**src/rtl/vga_regs_pkg.sv**
```systemverilog
// ----------------------------------------------------------------------------
// vga_regs_pkg
// Shared definitions for the VGA register bank:
//   - bus address map (value, four player scores, COMMIT, STATUS, FRAME)
//   - STATUS register bit positions
//   - commit FSM state type (IDLE = nothing pending, ARMED = copy on next vsync)
// ----------------------------------------------------------------------------
package vga_regs_pkg;

    localparam logic [2:0] ADDR_VALUE  = 3'd0;
    localparam logic [2:0] ADDR_P1     = 3'd1;
    localparam logic [2:0] ADDR_P2     = 3'd2;
    localparam logic [2:0] ADDR_P3     = 3'd3;
    localparam logic [2:0] ADDR_P4     = 3'd4;
    localparam logic [2:0] ADDR_COMMIT = 3'd5;
    localparam logic [2:0] ADDR_STATUS = 3'd6;
    localparam logic [2:0] ADDR_FRAME  = 3'd7;

    localparam int STATUS_PENDING_BIT = 0;
    localparam int STATUS_VSYNC_BIT   = 1;

    typedef enum logic {
        IDLE  = 1'b0,
        ARMED = 1'b1
    } state_e;

endpackage : vga_regs_pkg

```
**src/rtl/vsync_edge.sv**
```systemverilog
// ----------------------------------------------------------------------------
// vsync_edge
// Normalises vsync polarity and detects the start of vertical sync.
//   clk, rst    : system clock, asynchronous active-high reset
//   vsync       : raw vsync from the VGA top
//   active      : vsync asserted (polarity-corrected, combinational)
//   start_pulse : one-cycle registered pulse, high the cycle after vsync
//                 becomes active
// ----------------------------------------------------------------------------
module vsync_edge #(
    parameter bit ACTIVE_LOW = 1'b1
) (
    input  logic clk,
    input  logic rst,
    input  logic vsync,
    output logic active,
    output logic start_pulse
);

    logic vs_prev_q;
    logic start_q;

    assign active = ACTIVE_LOW ? ~vsync : vsync;

    // vs_prev is kept in "active" polarity, so reset value 0 means inactive.
    always_ff @(posedge clk or posedge rst) begin
        if (rst) begin
            vs_prev_q <= 1'b0;
            start_q   <= 1'b0;
        end else begin
            vs_prev_q <= active;
            start_q   <= active & ~vs_prev_q;
        end
    end

    assign start_pulse = start_q;

endmodule : vsync_edge

```
**src/rtl/vga_reg_bank.sv**
```systemverilog
// ----------------------------------------------------------------------------
// vga_reg_bank
// CPU-visible register bank feeding the VGA display. Writes land in staging
// registers; a COMMIT arms a copy of all staging registers to the live outputs
// at the next start of vertical sync, so the display never tears.
//
// Ports:
//   clk, rst            : clock, asynchronous active-high reset
//   we, re, addr, wdata : bus write/read strobes, address, write data
//   rdata, rvalid       : registered read data, valid one cycle after re
//   vsync               : vsync from the VGA top
//   value, p1..p4       : live display values
//   commit_done         : one-cycle pulse in the cycle the live copy is taken
//
// Optional feature: define VGA_FRAME_CNT_EN to add a frame counter at
// address 7 (counts vsync starts, cleared by any write to address 7).
// ----------------------------------------------------------------------------
module vga_reg_bank
    import vga_regs_pkg::*;
#(
    parameter int DATA_W           = 16,
    parameter int VAL_W            = 8,
    parameter int VSYNC_ACTIVE_LOW = 1
) (
    input  logic              clk,
    input  logic              rst,
    input  logic              we,
    input  logic              re,
    input  logic [2:0]        addr,
    input  logic [DATA_W-1:0] wdata,
    output logic [DATA_W-1:0] rdata,
    output logic              rvalid,
    input  logic              vsync,
    output logic [VAL_W-1:0]  value,
    output logic [DATA_W-1:0] p1,
    output logic [DATA_W-1:0] p2,
    output logic [DATA_W-1:0] p3,
    output logic [DATA_W-1:0] p4,
    output logic              commit_done
);

    logic vs_active_s;
    logic vs_start_s;

    vsync_edge #(
        .ACTIVE_LOW (VSYNC_ACTIVE_LOW != 0)
    ) u_vsync_edge (
        .clk         (clk),
        .rst         (rst),
        .vsync       (vsync),
        .active      (vs_active_s),
        .start_pulse (vs_start_s)
    );

    state_e            state_q, state_d;
    logic [VAL_W-1:0]  val_stg_q, val_stg_d, val_live_q, val_live_d;
    logic [DATA_W-1:0] p_stg_q  [4];
    logic [DATA_W-1:0] p_stg_d  [4];
    logic [DATA_W-1:0] p_live_q [4];
    logic [DATA_W-1:0] p_live_d [4];
    logic [DATA_W-1:0] rdata_q, rdata_d, rd_mux_s;
    logic              rvalid_q, rvalid_d;
    logic              commit_wr_s;
    logic              copy_s;

    assign commit_wr_s = we && (addr == ADDR_COMMIT);
    // Both terms are flop outputs, so the pulse is clean for one full cycle.
    assign copy_s      = (state_q == ARMED) && vs_start_s;

    // Commit FSM: a COMMIT write always (re)arms; a vsync start only disarms
    // when it actually performs the copy.
    always_comb begin
        state_d = state_q;
        case (state_q)
            IDLE: begin
                if (commit_wr_s) begin
                    state_d = ARMED;
                end else begin
                    state_d = IDLE;
                end
            end
            ARMED: begin
                if (vs_start_s && !commit_wr_s) begin
                    state_d = IDLE;
                end else begin
                    state_d = ARMED;
                end
            end
            default: state_d = IDLE;
        endcase
    end

    // Staging next-state: bus writes to addresses 0..4.
    always_comb begin
        val_stg_d = val_stg_q;
        p_stg_d   = p_stg_q;
        if (we) begin
            case (addr)
                ADDR_VALUE: val_stg_d  = wdata[VAL_W-1:0];
                ADDR_P1:    p_stg_d[0] = wdata;
                ADDR_P2:    p_stg_d[1] = wdata;
                ADDR_P3:    p_stg_d[2] = wdata;
                ADDR_P4:    p_stg_d[3] = wdata;
                default:    val_stg_d  = val_stg_q;
            endcase
        end else begin
            val_stg_d = val_stg_q;
        end
    end

    // Live next-state: copy of the pre-write staging contents on commit.
    always_comb begin
        val_live_d = val_live_q;
        p_live_d   = p_live_q;
        if (copy_s) begin
            val_live_d = val_stg_q;
            p_live_d   = p_stg_q;
        end else begin
            val_live_d = val_live_q;
        end
    end

`ifdef VGA_FRAME_CNT_EN
    logic [DATA_W-1:0] frame_q, frame_d;

    // Frame counter: a write to FRAME clears it even on a vsync start.
    always_comb begin
        frame_d = frame_q;
        if (we && (addr == ADDR_FRAME)) begin
            frame_d = '0;
        end else if (vs_start_s) begin
            frame_d = frame_q + DATA_W'(1'b1);
        end else begin
            frame_d = frame_q;
        end
    end

    // Frame counter register.
    always_ff @(posedge clk or posedge rst) begin
        if (rst) begin
            frame_q <= '0;
        end else begin
            frame_q <= frame_d;
        end
    end
`endif

    // Read mux over current (pre-write) register contents.
    always_comb begin
        rd_mux_s = '0;
        case (addr)
            ADDR_VALUE:  rd_mux_s[VAL_W-1:0] = val_stg_q;
            ADDR_P1:     rd_mux_s = p_stg_q[0];
            ADDR_P2:     rd_mux_s = p_stg_q[1];
            ADDR_P3:     rd_mux_s = p_stg_q[2];
            ADDR_P4:     rd_mux_s = p_stg_q[3];
            ADDR_STATUS: begin
                rd_mux_s[STATUS_PENDING_BIT] = (state_q == ARMED);
                rd_mux_s[STATUS_VSYNC_BIT]   = vs_active_s;
            end
`ifdef VGA_FRAME_CNT_EN
            ADDR_FRAME:  rd_mux_s = frame_q;
`endif
            default:     rd_mux_s = '0;
        endcase
    end

    // Read response: rdata holds when no read is accepted.
    always_comb begin
        rdata_d  = rdata_q;
        rvalid_d = re;
        if (re) begin
            rdata_d = rd_mux_s;
        end else begin
            rdata_d = rdata_q;
        end
    end

    // All state registers.
    always_ff @(posedge clk or posedge rst) begin
        if (rst) begin
            state_q    <= IDLE;
            val_stg_q  <= '0;
            val_live_q <= '0;
            p_stg_q    <= '{default: '0};
            p_live_q   <= '{default: '0};
            rdata_q    <= '0;
            rvalid_q   <= 1'b0;
        end else begin
            state_q    <= state_d;
            val_stg_q  <= val_stg_d;
            val_live_q <= val_live_d;
            p_stg_q    <= p_stg_d;
            p_live_q   <= p_live_d;
            rdata_q    <= rdata_d;
            rvalid_q   <= rvalid_d;
        end
    end

    assign value       = val_live_q;
    assign p1          = p_live_q[0];
    assign p2          = p_live_q[1];
    assign p3          = p_live_q[2];
    assign p4          = p_live_q[3];
    assign rdata       = rdata_q;
    assign rvalid      = rvalid_q;
    assign commit_done = copy_s;

endmodule : vga_reg_bank

```
**config.mk**
```make
export PLATFORM = sky130hd
export DESIGN_NAME = vga_reg_bank
export DESIGN_NICKNAME = d
export VERILOG_FILES = /design/src/rtl/vga_regs_pkg.sv /design/src/rtl/vsync_edge.sv /design/src/rtl/vga_reg_bank.sv
export SDC_FILE = /design/constraint.sdc
export NUM_CORES = 1
export LEC_CHECK = 0
export ABC_AREA = 1
export BUFFER_PORTS_ARGS = -buffer_cell sky130_fd_sc_hd__buf_4
export CORE_ASPECT_RATIO = 0.6
export CORE_MARGIN = 2
export CORE_UTILIZATION = 60
export CTS_CLUSTER_DIAMETER = 50
export DETAILED_ROUTE_END_ITERATION = 10
export GPL_ROUTABILITY_DRIVEN = 0
export PLACE_DENSITY = 0.95
export SLEW_MARGIN = 0
export SYNTH_ARGS = -nofsm -noshare
export SYNTH_HDL_FRONTEND = slang
export SYNTH_HIERARCHICAL = 1
export SYNTH_SLANG_ARGS = --single-unit
```
**constraint.sdc**
```tcl
create_clock -name clk -period 10.11 [get_ports clk]
set_input_delay 1.5165 -clock clk [delete_from_list [all_inputs] [get_ports clk]]
set_output_delay 1.5165 -clock clk [all_outputs]
set_load 0.02 [all_outputs]
```
Word-level counts from Yosys, hierarchy flattened
Index checks and enable logic that the tools add are counted.
{"block": "op_classes", "bitwise": 4, "n_mux": 6, "n_reduce_logical": 10, "n_eq_ne": 6}
{"operator": "$pmux W8 S4", "count": 1}
{"operator": "$pmux W6 S5", "count": 1}
{"operator": "$pmux W2 S6", "count": 1}
{"operator": "$reduce_and A2 Y1", "count": 5}
{"operator": "$eq A3 B3 Y1 const B", "count": 3}
{"operator": "$eq A3 B2 Y1 const B", "count": 2}
{"operator": "$eq A3 B1 Y1 const B", "count": 1}
{"operator": "$logic_and A1 B1 Y1", "count": 3}
{"operator": "$logic_not A3 Y1", "count": 1}
{"operator": "$not A1 Y1", "count": 3}
{"operator": "$mux W1", "count": 2}
{"operator": "$pmux W1 S2", "count": 1}
{"operator": "$and A1 B1 Y1", "count": 1}
{"operator": "$logic_not A1 Y1", "count": 1}
{"block": "totals", "reg_bits": 164, "wordCells": 41, "inputBits": 24, "output_inout_bits": 90}

Longest topological paths before layout
{"block": "logic_depth", "ltp_word": 6, "depth_mapped": 9, "ltp_nobuf": 9}

Hierarchy
Netlist, hierarchy kept.
{"module": "vga_reg_bank", "seq_area_each_um2": 4053.9, "n_inst": 1, "area_each_um2": 6581.3, "cells_per_inst": 765}
{"module": "vsync_edge", "seq_area_each_um2": 50.0, "n_inst": 1, "area_each_um2": 61.3, "cells_per_inst": 5}

Least setup slack after synthesis
OpenSTA, ideal clock, no wires.
{"block": "synth_path", "path_kind": "input to register", "from": "input addr[0]", "to": "register p_stg_q[4] (netlist bit)", "t_required_ps": 9980, "path_slack_ps": 7637, "t_arrival_ps": 2343, "setup_time_ps": 130, "path_buffers": 2, "stages": 8, "cell_sequence": "buf_6 inv_2 nand2_1 nor2_4 nand2_2 buf_2 nand2_1 o21ai_0"}
{"block": "synth_between", "elab_chain_len": 2}
{"item": "start: declaration", "line_no": "vga_reg_bank.sv:29", "rtl": "input logic [2:0] addr,"}
{"item": "$eq A3 B3 Y1", "line_no": "vga_reg_bank.sv:98", "rtl": "case (addr)"}
{"item": "$reduce_and A2 Y1 (no source line)"}
{"item": "end signal: assignment", "line_no": "vga_reg_bank.sv:193", "rtl": "p_stg_q <= p_stg_d;"}
{"item": "end: declaration", "line_no": "vga_reg_bank.sv:57", "rtl": "logic [DATA_W-1:0] p_stg_q [4];"}
No other way between the ends.
A chain may end at the register's enable or synchronous reset.

Final worst setup path
{"block": "layout_path", "from": "register state_q", "to": "output commit_done"}
{"block": "layout_between", "elab_chain_len": 1}
{"item": "start: declaration", "line_no": "vga_reg_bank.sv:55", "rtl": "state_e state_q, state_d;"}
{"item": "start signal: assignment", "line_no": "vga_reg_bank.sv:190", "rtl": "state_q <= state_d;"}
{"item": "$logic_and A1 B1 Y1", "line_no": "vga_reg_bank.sv:68", "rtl": "assign copy_s = (state_q == ARMED) && vs_start_s;"}
{"item": "end: declaration", "line_no": "vga_reg_bank.sv:39", "rtl": "output logic commit_done"}
No other way between the ends.

==> metrics <==
Detailed Route Iter0 Violations 621; drt first pass iters 7; Setup TNS 0 ps; pre-CTS setup slack ~6700 ps; Critical Path Source Type flip-flop; Site Rows 29; die area approximately 0.012 mm2; first-pass GRT wire length roughly 28000 um; CTS tree done; CTS resizes 0; clk slew on worst S/H paths about 60 ps; worst path bufs/invs 4; Worst EP required about 8600 ps; detailed placement HPWL about 11000 um; core footprint between 0.01 and 0.015 mm2; final worst slack about 6300 ps; clock buffer count from CTS 17; Final Hold Viols 0; placed insts slightly below 1000; clock buffer depth 2; FILL cells between 700 and 800; syn avg cell area around 8.6 um2; Nets slightly below 900; Warnings, synthesis 6; Layout Cells excl Fill between 1000 and 1500; share of layout cells above drive strength 1 0.180; critical path endpoint category primary output; Seq cells post-synth around 160; Critical Path Max Stage Delay between 600 and 700 ps; Power Density around 260 mW/mm2; ANT nets after route 0; max-cap viol count 0; die height roughly 86 um; Syn Inst Count 770; final wirelength 17200 um; # IOs between 100 and 150; Initial Utilization 0.623; slowest cell on the critical path buf_4; Clk Latency, worst-skew pair 420 ps; Most Frequent Cell on Critical Path buf_4; worst rel slew slack 0.244; synthesis-to-finish area growth 21.7%; Post-route DRC 0; initial antenna violation count 0; Worst EP arrival 2260 ps; DR vias between 5000 and 6000; Least-Margin Pin Slew between 1000 and 1500 ps; drt via density about 5.7; Netlist Area Pre-Place approximately 0.0066 mm2; CTS Hold Bufs 0; # Post-CTS Setup Buffers 0; Leakage roughly 4.4 nW; GRT overflow 0; Port Buffers 113; Critical Path Fanout Max between 70 and 80; fin crit period around 3800 ps; status completed; chip width around 140 um; syn nets 794; final setup vio count 0; worst IR drop on VDD about 0.00017 V; skew final roughly 9 ps; H-tree Lvls 4; post-synthesis cell type count 19; largest net degree at the start of global routing 93; clk sinks 164; family with the most delay on the worst path buffers and inverters; Slew Limit Fails 0; wire per inst approximately 17 um; fmax roughly 270 MHz; clock root buffer clkbuf_16; Final Cycle Share 0.373; GR Util All Layers 0.303; Hold WC Path Type reg -> reg; kind of critical path reg -> out; # diodes 0; number of global-route vias before repair between 5000 and 6000; RSZ-0062 raised after global routing false; post-synthesis sequential area ratio 0.618; Critical Path, Cell by Cell nand2_2, buf_4, inv_2, buf_4, buf_4
## sequential cells by signal, indices dropped and copies added, names as in the netlist
name                      flops
p4                           16
u_vsync_edge/start_pulse      1
u_vsync_edge/vs_prev_q        1
state_q                       1
p_stg_q                      64
p2                           16
p1                           16
rdata                        16
value                         8
rvalid                        1
val_stg_q                     8
p3                           16
## cell usage after synthesis
library cell    n  area [um2]
o22ai_1         1        6.26
nor2_4          3        33.8
buf_6           2        22.5
inv_2           3        11.3
nand2_2         2        12.5
buf_2          14        70.1
nand3_2         1        10.0
clkbuf_1       24        90.1
buf_4           1        7.51
dfrtp_1       164        4100
nor3_4          1        16.3
nand4_1         5        31.3
nand2_1       373        1400
nor2_1         19        71.3
a21oi_1        12        60.1
nand3_1        37         185
inv_1          25        93.8
o21ai_0        82         410
nor2_2          1        6.26
## layout make-up
| class | instances | area (um2) | share of cell area |
|---|---|---|---|
| multi-input cells | 537 | 2250 | 0.278 |
| repair buffers | 116 | 871 | 0.108 |
| inverters | 28 | 110 | 0.0136 |
| well taps | 139 | 174 | 0.0215 |
| clock buffers | 23 | 478 | 0.0591 |
| flip-flops and latches | 164 | 4100 | 0.508 |
| clock inverters | 9 | 103 | 0.0127 |
## worst paths after layout
check,cells past startpoint,startpoint,to,slack (ps)
max,5,state_q,commit_done,6340
min,1,u_vsync_edge/vs_prev_q,u_vsync_edge/start_pulse,420
max reg2reg,6,state_q,p3[12],8180
min reg2reg,1,u_vsync_edge/vs_prev_q,u_vsync_edge/start_pulse,420
max in group asynchronous,3,rst,rdata[0],7370
min in group asynchronous,2,rst,u_vsync_edge/vs_prev_q,990
## where the power goes
| part | internal (mW) | switching [mW] |
|---|---|---|
| registers | 0.812 | 0.115 |
| logic | 0.202 | 0.299 |
| clock network | 0.382 | 0.253 |
| total | 1.40 | 0.667 |
## placed cells by master, fill, tap and decap left out
cell,count
a21oi_1,12
buf_4,116
bufinv_16,2
clkbuf_1,3
clkbuf_16,17
clkbuf_8,3
clkinv_2,4
clkinvlp_4,3
dfrtp_1,164
inv_1,24
inv_2,3
inv_6,1
nand2_1,372
nand2_2,3
nand3_1,37
nand3_2,1
nand4_1,5
nor2_1,19
nor2_2,1
nor2_4,3
nor3_4,1
o21ai_0,82
o22ai_1,1
## stage by stage
step	total power, mW	instance area (um2)	util	hold slack, ps
final	2.06	8090	0.758	424
after global routing	2.16	8090	0.758	425
after CTS	2.07	8090	0.758	422
after detailed placement	1.43	7500	0.703	398
after global placement	1.41	7500	0.703	380
after floorplan	1.19	6640	-	373
## logic make-up (layout without fill, tap and decap cells)
group	Yosys count	after routing	share of synthesized area
AND/OR/NAND/NOR	442	442	0.266
AO/OA/AOI/OAI	95	95	0.0718
flip-flops	164	164	0.618
buffers and inverters	69	176	0.0445
## per-layer routing
layer	vias up	track usage	part of all wire	wire, um
li1	2610	-	-	-
met1	2814	0.410	0.41	7090
met2	294	0.490	0.49	8340
met3	33	0.0854	0.086	1480
met4	0	0.0927	0.017	284
met5	-	0	0	0
No activity file was read; power rests on OpenSTA's default activity.
